## config.mk

```make
export PLATFORM = sky130hd
export DESIGN_NAME = mem_wb_stage_flat
export DESIGN_NICKNAME = d
export VERILOG_FILES = /design/src/rtl/mem_wb_if.sv /design/src/rtl/mem_wb_stage.sv /design/src/flat_wrapper.sv
export SDC_FILE = /design/constraint.sdc
export NUM_CORES = 1
export LEC_CHECK = 0
export CORE_MARGIN = 2
export CORE_UTILIZATION = 46
export CTS_BUF_LIST = sky130_fd_sc_hd__clkbuf_4
export DETAILED_ROUTE_END_ITERATION = 7
export GPL_TIMING_DRIVEN = 0
export HOLD_SLACK_MARGIN = 0.1
export PLACE_DENSITY = 0.75
export RECOVER_POWER = 50
export SYNTH_ARGS = -nofsm -noshare
export SYNTH_HDL_FRONTEND = slang
export SYNTH_SLANG_ARGS = --single-unit
```

## constraint.sdc

```tcl
create_clock -name clk -period 2.7 [get_ports clk]
set_input_delay 0.54 -clock clk [delete_from_list [all_inputs] [get_ports clk]]
set_output_delay 0.54 -clock clk [all_outputs]
set_load 0.05 [all_outputs]
```

## src/rtl/mem_wb_if.sv

```systemverilog
// mem_wb_if: bus between the EXE stage, the MEM/WB stage and the RF write port.
// The master drives the EXE result and consumes stall and the write-back
// request; the slave is the MEM/WB stage itself.
interface mem_wb_if #(
   parameter int RFW = 5,
   parameter int DW  = 32,
   parameter int IW  = 32
);
   logic           in_valid;
   logic [IW-1:0]  in_inst;
   logic [DW-1:0]  in_alu;
   logic [DW-1:0]  in_store;
   logic           stall;
   logic           wb_en;
   logic [RFW-1:0] wb_addr;
   logic [DW-1:0]  wb_data;

   modport master (
      output in_valid, in_inst, in_alu, in_store,
      input  stall, wb_en, wb_addr, wb_data
   );

   modport slave (
      input  in_valid, in_inst, in_alu, in_store,
      output stall, wb_en, wb_addr, wb_data
   );
endinterface

```

## src/rtl/mem_wb_stage.sv

```systemverilog
// mem_wb_stage: EXE/MEM buffer, word-addressed data memory with MEM_LAT-cycle
// occupancy, and registered write-back request for the register file.
// Optional feature macro: DM_BYTE_EN adds LB/SB byte-lane loads and stores;
// without it those opcodes are treated as bubbles.
module mem_wb_stage #(
   parameter int RFW     = 5,
   parameter int DMW     = 4,
   parameter int DW      = 32,
   parameter int IW      = 32,
   parameter int MEM_LAT = 2
) (
   input  logic     clk,
   input  logic     start,
   mem_wb_if.slave  bus
);

   localparam logic [5:0] OPC_LW  = 6'b100011;
   localparam logic [5:0] OPC_SW  = 6'b101011;
   localparam logic [5:0] OPC_NOP = 6'b111111;
   localparam logic [5:0] OPC_LB  = 6'b100000;
   localparam logic [5:0] OPC_SB  = 6'b101000;

   localparam int             CNTW = 4;
   localparam logic [CNTW-1:0] LAST = CNTW'(MEM_LAT - 1);

   typedef enum logic {S_IDLE, S_ACCESS} state_e;
   typedef enum logic [2:0] {K_BUBBLE, K_ALU, K_LW, K_SW, K_LB, K_SB} kind_e;

   function automatic logic is_mem(input kind_e k);
      return (k == K_LW) || (k == K_SW) || (k == K_LB) || (k == K_SB);
   endfunction

   state_e          state_q, state_d;
   logic [CNTW-1:0] cnt_q;
   kind_e           in_kind;
   kind_e           buf_kind_q;
   logic [RFW-1:0]  buf_rd_q;
   logic [DW-1:0]   buf_alu_q;
   logic [DW-1:0]   buf_store_q;
   logic            stall;
   logic            accept;
   logic            wb_en_q;
   logic [RFW-1:0]  wb_addr_q;
   logic [DW-1:0]   wb_data_q;

   logic [DW-1:0]   mem [2**DMW];
   logic [DMW-1:0]  mem_idx;
   logic [DW-1:0]   rd_word;
   logic [DW/8-1:0] mem_be;
   logic [DW-1:0]   mem_wdata;

   logic [5:0]      opcode;
   logic [RFW-1:0]  in_rd;
   logic            unused_inst_bits;

   assign opcode           = bus.in_inst[31:26];
   assign in_rd            = bus.in_inst[25 -: RFW];
   assign unused_inst_bits = ^bus.in_inst[25-RFW:0];

   assign mem_idx = buf_alu_q[DMW+1:2];
   assign rd_word = mem[mem_idx];

`ifdef DM_BYTE_EN
   logic [1:0] lane;
   logic [7:0] rd_byte;
   assign lane    = buf_alu_q[1:0];
   assign rd_byte = rd_word[{lane, 3'b000} +: 8];
`endif

   // Stall comes only from registered FSM state and counter.
   assign stall  = (state_q == S_ACCESS) && (cnt_q < LAST);
   assign accept = !stall;

   assign bus.stall   = stall;
   assign bus.wb_en   = wb_en_q;
   assign bus.wb_addr = wb_addr_q;
   assign bus.wb_data = wb_data_q;

   // Classify the incoming instruction into an operation kind.
   always_comb begin
      // NOTE: every variable written here gets a default first so no latch is inferred.
      in_kind = K_BUBBLE;
      if (bus.in_valid) begin
         case (opcode)
            OPC_LW:  in_kind = K_LW;
            OPC_SW:  in_kind = K_SW;
            OPC_NOP: in_kind = K_BUBBLE;
`ifdef DM_BYTE_EN
            OPC_LB:  in_kind = K_LB;
            OPC_SB:  in_kind = K_SB;
`else
            OPC_LB, OPC_SB: in_kind = K_BUBBLE;
`endif
            default: in_kind = K_ALU;
         endcase
      end
   end

   // Next FSM state: re-decided only when the buffer takes a new op.
   always_comb begin
      state_d = state_q;
      if (accept) begin
         state_d = is_mem(in_kind) ? S_ACCESS : S_IDLE;
      end
   end

   // FSM state register.
   always_ff @(posedge clk) begin
      // NOTE: sequential state uses non-blocking assignments so all flops update together.
      if (start) state_q <= S_IDLE;
      else       state_q <= state_d;
   end

   // EXE/MEM buffer and access counter.
   always_ff @(posedge clk) begin
      if (start) begin
         buf_kind_q  <= K_BUBBLE;
         buf_rd_q    <= '0;
         buf_alu_q   <= '0;
         buf_store_q <= '0;
         cnt_q       <= '0;
      end else if (accept) begin
         buf_kind_q  <= in_kind;
         buf_rd_q    <= in_rd;
         buf_alu_q   <= bus.in_alu;
         buf_store_q <= bus.in_store;
         cnt_q       <= '0;
      end else begin
         cnt_q <= cnt_q + 4'd1;
      end
   end

   // Byte-lane write enables for a retiring store; reset aborts it.
   always_comb begin
      mem_be    = '0;
      mem_wdata = buf_store_q;
      if (accept && !start) begin
         case (buf_kind_q)
            K_SW: mem_be = '1;
`ifdef DM_BYTE_EN
            K_SB: begin
               mem_be[lane] = 1'b1;
               mem_wdata    = {(DW/8){buf_store_q[7:0]}};
            end
`endif
            default: ;
         endcase
      end
   end

   // Data memory write port.
   always_ff @(posedge clk) begin
      // NOTE: the data memory has no reset; its contents survive start.
      for (int b = 0; b < DW/8; b++) begin
         if (mem_be[b]) mem[mem_idx][b*8 +: 8] <= mem_wdata[b*8 +: 8];
      end
   end

   // Write-back registers update whenever the buffer retires an op.
   always_ff @(posedge clk) begin
      if (start) begin
         wb_en_q   <= 1'b0;
         wb_addr_q <= '0;
         wb_data_q <= '0;
      end else if (accept) begin
         case (buf_kind_q)
            K_ALU: begin
               wb_en_q   <= (buf_rd_q != '0);
               wb_addr_q <= buf_rd_q;
               wb_data_q <= buf_alu_q;
            end
            K_LW: begin
               wb_en_q   <= (buf_rd_q != '0);
               wb_addr_q <= buf_rd_q;
               wb_data_q <= rd_word;
            end
`ifdef DM_BYTE_EN
            K_LB: begin
               wb_en_q   <= (buf_rd_q != '0);
               wb_addr_q <= buf_rd_q;
               wb_data_q <= {{(DW-8){rd_byte[7]}}, rd_byte};
            end
`endif
            default: wb_en_q <= 1'b0;
         endcase
      end
   end

endmodule

```

## src/flat_wrapper.sv

```systemverilog
// flat-port wrapper written by rule: the top's interface ports become plain ports
module mem_wb_stage_flat 
#(
   parameter int RFW     = 5,
   parameter int DMW     = 4,
   parameter int DW      = 32,
   parameter int IW      = 32,
   parameter int MEM_LAT = 2
)
  (clk, start, bus_in_valid, bus_in_inst, bus_in_alu, bus_in_store, bus_stall, bus_wb_en, bus_wb_addr, bus_wb_data);
  mem_wb_if #(.RFW(RFW), .DW(DW), .IW(IW)) bus_i ();
  input  logic clk;
  input  logic start;
  input wire logic [$bits(bus_i.in_valid)-1:0] bus_in_valid;
  input wire logic [$bits(bus_i.in_inst)-1:0] bus_in_inst;
  input wire logic [$bits(bus_i.in_alu)-1:0] bus_in_alu;
  input wire logic [$bits(bus_i.in_store)-1:0] bus_in_store;
  output wire logic [$bits(bus_i.stall)-1:0] bus_stall;
  output wire logic [$bits(bus_i.wb_en)-1:0] bus_wb_en;
  output wire logic [$bits(bus_i.wb_addr)-1:0] bus_wb_addr;
  output wire logic [$bits(bus_i.wb_data)-1:0] bus_wb_data;
  assign bus_i.in_valid = bus_in_valid;
  assign bus_i.in_inst = bus_in_inst;
  assign bus_i.in_alu = bus_in_alu;
  assign bus_i.in_store = bus_in_store;
  assign bus_stall = bus_i.stall;
  assign bus_wb_en = bus_i.wb_en;
  assign bus_wb_addr = bus_i.wb_addr;
  assign bus_wb_data = bus_i.wb_data;
  mem_wb_stage #(.RFW(RFW), .DMW(DMW), .DW(DW), .IW(IW), .MEM_LAT(MEM_LAT)) u_core (.clk(clk), .start(start), .bus(bus_i));
endmodule
```

==> metrics.md, run 1 <==
| Metric | Value |
|---|---|
| Top post-synthesis cells by count | `edfxtp_1 (512), nand2_1 (213), dfxtp_1 (118)` |
| Vias in the first global route | `15,300` |
| P_leak | `10.2 nW` |
| Initial antenna violation count | `1` |
| Max Transition Viols Final | `0` |
| Final WL | `64,500 um` |
| Vias | `14,900` |
| Routability cong. | `0.809` |
| Synth cell types | `44` |
| Synth warn | `0` |
| DRT Pass-1 Iters | `5` |
| Net Count, Synth | `1,534` |
| Critical Path Sink Type | `flop` |
| Minimum clock period | `2630 ps` |
| Max Cap Viol | `0` |
| Top-area cell type share of the netlist area | `63.1%` |
| Reg2reg setup slack | `70 ps` |
| Hold Violations, Final | `0` |
| Crit path largest cell delay | `340 ps` |
| R2r worst-path depth | `12` |
| Hold Path Depth | `3` |
| Hold path start | `bus_in_alu[6]` |
| Ys flop type | `edfxtp_1` |
| Congestion Overflow GR | `0` |
| Hold crit path type | `input port to flop` |
| Total Routing Usage GR | `23.8%` |
| Clock Skews | `60.3 ps` |
| Crit Path Max Fanout | `12` |
| Crit-path cells | `inv_1 -> ha_4 -> nand4bb_4 -> clkinv_4 -> buf_4 -> buf_2 -> nor2_2 -> nand3b_1 -> buf_4 -> nor2_4 -> buf_16 -> buf_16` |
| WP data arrival | `3290 ps` |
| Cell Count, Final, Fillers Out | `2,618` |
| Cell count after synthesis | `1,431` |
| Starting Density | `46.4%` |
| Die area | `54,800 sq um` |
| Nets | `1,905` |
| Via-to-Cell Ratio | `5.69` |
| Outcome | `finished, final reports clean` |
| CTS Buffer Depth | `3` |
| Total CTS buffers | `155` |
| Max Clock Freq | `380 MHz` |
| Die Wd | `234 um` |
| Layout cells sized above 1 | `26.3%` |
| Sink Count | `630` |
| Starting DRC count in detailed routing | `1,661` |
| Buf+Inv Stages, Crit Path | `7` |
| # placed instances | `2,251` |
| Antenna-violating nets left | `0` |
| RSZ-0062 raised after global routing | `false` |
| Worst-Margin Slew | `984 ps` |
| IO Pins | `138` |
| Worst setup SP type | `flop` |
| Clk slew on worst S/H paths | `70 ps` |
| Area contributors post-synth | `edfxtp_1 (63%), dfxtp_1 (9.7%), mux4_2 (8.1%)` |
| Ys async rst share | `0%` |
| CP top delay family | `buffers and inverters` |
| Root Driver | `clkbuf_4` |
| Crit share post-route | `97.5%` |
| H-tree Lvls | `4` |
| Relative slew slack | `34.4%` |
| Worst Setup Path Type | `flop to flop` |
| Seq/Total Area, Yosys | `72.8%` |
| Setup_tns | `0 ps` |
| Core area | `52,400 sq um` |
| Power Density | `674 nW/um^2` |
| First-pass GRT wire length | `93,200 um` |
| FF+latch count, synth | `630` |
| Maximum vdd drop | `396 uV` |
| Wirelength per Cell | `24.6 um` |
| Die H | `234 um` |
| Most common cell in the netlist | `edfxtp_1` |
| Reg-to-Reg Start | `u_core.cnt_q[0]` |
| RR Endpoint | `u_core.mem[1][7]` |
| Clk_lat worst skew | `1000 ps` |
| DRC Markers | `0` |
| Post-detail-place hpwl | `40,500 um` |
| Area Growth Syn to Fin | `22.5%` |
| Synthesized area | `24,400 sq um` |
| Setup-failing EPs final | `0` |
| Slowest CP cell | `dfxtp_2` |
| Row count | `84` |
| CTS tree | `yes` |
| Syn avg cell area | `17.0 sq um` |
| Largest net degree at the start of global routing | `24` |
| Number of synthesized flops with an enable pin | `512` |
| Largest area contributor in the netlist | `edfxtp_1` |
| Buffers on Ports | `115` |
| Hold endpoint | `u_core.buf_alu_q[6]` |
| Critical path required time | `3360 ps` |
| Number of cells on the critical path | `12` |
==> cell type report <==
class | count | area [sq um]
Tap cell | 688 | 861
Clock inverter | 34 | 225
Timing Repair Buffer | 214 | 2380
Sequential cell | 630 | 17700
Inverter | 4 | 20.0
Antenna cell | 3 | 7.51
Fill cell | 3904 | 22600
Buffer | 91 | 617
Multi-Input combinational cell | 706 | 6140
Clock buffer | 248 | 1860
==> kinds of logic after synthesis <==
family / Yosys count / share of synthesized area, %
mux: 194 / 12.9
other cells: 1 / 0.0154
fa+ha+maj: 4 / 0.205
xor+xnor: 1 / 0.0360
simple gates: 299 / 5.15
flops: 630 / 72.8
buf+inv: 95 / 2.52
compound gates: 207 / 6.36
==> power by group <==
group	internal, mW	total (mW)	switching [mW]	leakage [nW]
Sequential	10.6	10.7	0.165	5.65
Clock	4.45	8.28	3.83	1.26
Combinational	0.504	1.09	0.589	3.32
==> per-layer routing <==
layer | part of all wire [%] | GRT usage (%) | up-vias
li1 | - | - | 6429
met1 | 38 | 30.7 | 7407
met2 | 47 | 37.0 | 904
met3 | 11 | 7.11 | 166
met4 | 3.7 | 11.7 | 2
met5 | 0.064 | 0 | -
==> worst reg2reg max path, delay by kind of cell (launching register included) <==
kind | cells | cell delay (ps)
adder cells (fa/ha/maj) | 1 | 160
buffers and inverters | 7 | 1100
flip-flops | 1 | 340
AND/OR/NAND/NOR | 4 | 730
==> how the worst max path moves through the flow <==
stage / endpoint / from
global route: u_core.buf_alu_q[29] / u_core.cnt_q[0]
global placement: u_core.mem[1][14] / u_core.cnt_q[0]
floorplan: u_core.mem[9][0] / u_core.cnt_q[0]
CTS: bus_stall / u_core.cnt_q[0]
finish: u_core.mem[1][7] / u_core.cnt_q[0]
detailed placement: u_core.mem[13][17] / u_core.cnt_q[0]
==> cells in the final DEF (no fill, tap or decap), types with 18 or more instances in the layout <==
cell,n
a21oi_1,78
a221oi_2,30
a2bb2oi_1,30
buf_12,24
buf_2,19
buf_4,29
clkbuf_1,36
clkbuf_4,251
clkdlybuf4s50_1,76
clkinv_1,18
dfxtp_1,117
dlygate4sd2_1,38
dlygate4sd3_1,51
edfxtp_1,512
mux2i_1,100
mux4_2,88
nand2_1,213
nand3_1,34
o21a_1,31
o21ai_0,31
==> flip-flops by register name (all words and copies together), names as in the netlist, named ones only <==
signal	cells
u_core.bus.wb_data	32
u_core.bus.wb_en	1
u_core.cnt_q	4
u_core.buf_store_q	32
u_core.mem	512
u_core.buf_rd_q	5
u_core.state_q	1
u_core.buf_alu_q	32
u_core.bus.wb_addr	5
u_core.buf_kind_q	2
==> stage by stage <==
step           util [%]  worst slack, ps  cell area (sq um)  hold slack [ps]  total power [mW]
2_1_floorplan         -             -319              24400              429              11.5
3_3_place_gp       50.3            -2410              26400              437              11.9
3_5_place_dp       51.3             -460              26900              444              12.0
4_1_cts            56.6             -121              29700              102              20.2
5_1_grt            56.9             3.87              29800              150              20.8
6_report           56.9             67.1              29800              182              20.1
==> what timing repair did <==
action | 4_1_cts | 5_1_grt
hold buffers | 51 | 0
endpoints found under the hold margin | 51 | 0
setup endpoints to repair | 298 | 416
setup buffers | 14 | 17
pin swaps | 10 | 9
resized for setup | 55 | 10
Note: power is estimated with default switching activity, not from simulation.
==> run 2, diff against run 1 <==
--- a/config.mk
+++ b/config.mk
@@ -12,7 +12,7 @@
 export GPL_TIMING_DRIVEN = 0
 export HOLD_SLACK_MARGIN = 0.1
 export PLACE_DENSITY = 0.75
-export RECOVER_POWER = 50
+export RECOVER_POWER = 25
 export SYNTH_ARGS = -nofsm -noshare
 export SYNTH_HDL_FRONTEND = slang
 export SYNTH_SLANG_ARGS = --single-unit
==> run 2 against run 1 <==
Critical path depth down 6; clock power barely moved; hold slack improved by 15 ps; non-clock buffer count is the same; setup slack worse by 1.5 ps; final cell count about the same; clock skew grew 8.8 ps; flip-flop and latch count is the same.
==> metrics.md, run 2 (synthesis gave the netlist of run 1 again) <==
| Metric | Value |
|---|---|
| Core area | `52,400 sq um` |
| Sink Count | `630` |
| Final worst setup slack | `65.6 ps` |
| DRC Markers | `0` |
| Power Density | `673 nW/um^2` |
| Minimum clock period | `2630 ps` |
| Routability cong. | `0.809` |
| Layout cells sized above 1 | `26.6%` |
| Hold endpoint | `u_core.buf_alu_q[6]` |
| Maximum vdd drop | `397 uV` |
| RR Endpoint | `u_core.bus.wb_data[5]` |
| Row count | `84` |
| Most frequent cells in the layout | `edfxtp_1 (512), clkbuf_4 (251), nand2_1 (213)` |
| Die area | `54,800 sq um` |
| Wirelength per Cell | `24.6 um` |
| Area Growth Syn to Fin | `22.7%` |
| Number of flip-flops under the largest register name | `512` |
| Root Driver | `clkbuf_4` |
| Top reg by flops | `u_core.mem` |
| Die Wd | `234 um` |
| Core Util, Final | `57.0%` |
| Total Routing Usage GR | `23.8%` |
| Worst-Margin Slew | `987 ps` |
| Worst setup SP type | `flop` |
| Clock Skews | `69.0 ps` |
| Relative slew slack | `34.2%` |
| Logic gate share of total power | `5.4%` |
| Hold Violations, Final | `0` |
| Hold crit path type | `input port to flop` |
| Vias in the first global route | `15,300` |
| Crit share post-route | `97.6%` |
| Buffers on Ports | `115` |
| Largest net degree at the start of global routing | `24` |
| Initial antenna violation count | `1` |
| Critical path required time | `3590 ps` |
| Reg2reg setup slack | `70 ps` |
| Max Cap Viol | `0` |
| R2r worst-path depth | `6` |
| Via-to-Cell Ratio | `5.70` |
| Clk slew on worst S/H paths | `70 ps` |
| Outcome | `finished, final reports clean` |
| Starting DRC count in detailed routing | `1,635` |
| Seq pwr share | `53.4%` |
| Hold path start | `bus_in_alu[6]` |
| Critical Path Sink Type | `flop` |
| Sequential cell area | `17,700 sq um` |
| Crit Path Max Fanout | `10` |
| CTS tree | `yes` |
| Filler Cell Count | `3,893` |
| Starting Density | `46.4%` |
| Total CTS buffers | `155` |
| DRT Pass-1 Iters | `6` |
| H-tree Lvls | `4` |
| WP data arrival | `3520 ps` |
| Max Clock Freq | `380 MHz` |
| Power Internal | `15.5 mW` |
| Hold Path Depth | `3` |
| RSZ-0062 raised after global routing | `false` |
| Die H | `234 um` |
| Max Transition Viols Final | `0` |
| Worst Setup Path Type | `flop to flop` |
| Sw frac | `22.8%` |
| IO Pins | `138` |
| Nets | `1,905` |
| Total Power | `20.1 mW` |
| Congestion Overflow GR | `0` |
| Vias | `14,900` |
| Setup WS pre-CTS | `-460 ps` |
| Reg-to-Reg Start | `u_core.buf_kind_q[0]` |
| Net Sw Power | `4.58 mW` |
| Area occupied by multi-input gates | `6160 sq um` |
| Final WL | `64,400 um` |
| Setup-failing EPs final | `0` |
| P_leak | `10.2 nW` |
| Antenna-violating nets left | `0` |
| Post-detail-place hpwl | `40,500 um` |
| CTS Buffer Depth | `3` |
| Clock network fraction of design power | `41.2%` |
| First-pass GRT wire length | `93,200 um` |
| Commonest non-fill, non-tap cell in the layout | `edfxtp_1` |
| Clk_lat worst skew | `1000 ps` |
run 2: cell count changes in the layout (fill, tap and decap cells not counted):
cell	delta
buf_1	+2
buf_12	+1
buf_2	+3
buf_4	+1
clkbuf_1	-5
clkbuf_2	-2
diode_2	-2
nand2b_1	-1
nand2b_2	+1
nor2_1	-3
nor2_4	+3
run 2: stage by stage:
stage | hold slack [ps] | area, sq um | setup TNS (ps) | cells
after floorplan | 429 | 24400 | -107920 | 1431
after global placement | 437 | 26400 | -900050 | 2234
after detailed placement | 444 | 26900 | -79370 | 2251
after CTS | 102 | 29700 | -1050 | 2598
after global routing | 150 | 29900 | 0 | 2616
final | 197 | 29900 | 0 | 2616
run 2: critical path, stage by stage (launching register included):
cell	delay, ps
dfxtp_1	360
inv_1	70
ha_1	420
nor2_2	480
clkbuf_1	530
o21ai_0	320
a221oi_2	320
run 2: repair_timing:
action                                 in CTS  in global routing
endpoints found under the hold margin      51                  0
hold buffers                               51                  0
gates resized for setup                    55                 10
pin swaps                                  10                  9
buffers inserted                           14                 17
setup endpoints to repair                 298                416
run 2: power groups by stage:
stage	clock network, mW	registers (mW)	logic (mW)
after floorplan	0	10.9	0.579
after global placement	0	10.9	1.01
after detailed placement	0	10.9	1.04
after CTS	8.36	10.7	1.09
after global routing	8.88	10.7	1.15
final	8.28	10.7	1.09
run 2: worst max path at each step:
stage	startpoint	to	slack (ps)	cells past startpoint
2_1_floorplan	u_core.cnt_q[0]	u_core.mem[9][0]	-320	8
3_3_place_gp	u_core.cnt_q[0]	u_core.mem[1][14]	-2410	8
3_5_place_dp	u_core.cnt_q[0]	u_core.mem[13][17]	-460	9
4_1_cts	u_core.cnt_q[0]	bus_stall	-120	6
5_1_grt	u_core.cnt_q[0]	u_core.buf_alu_q[29]	4	7
6_report	u_core.buf_kind_q[0]	u_core.bus.wb_data[5]	70	6
run 2: final cells by class:
cell class / instances / share of cell area [%]
antenna: 1 / 0.00837
sequential: 630 / 59.4
inverter: 4 / 0.0670
clock buffer: 248 / 6.23
buffer: 91 / 2.07
clock inverter: 34 / 0.754
timing repair buffer: 214 / 8.02
tap: 688 / 2.88
multi-input combinational: 706 / 20.6
run 2: routing by layer:
layer / vias to the layer above / wire length (um) / GRT usage (%)
li1: 6421 / - / -
met1: 7422 / 25100 / 30.7
met2: 881 / 30200 / 37.0
met3: 176 / 6680 / 7.11
met4: 0 / 2450 / 11.7
met5: - / 0 / 0
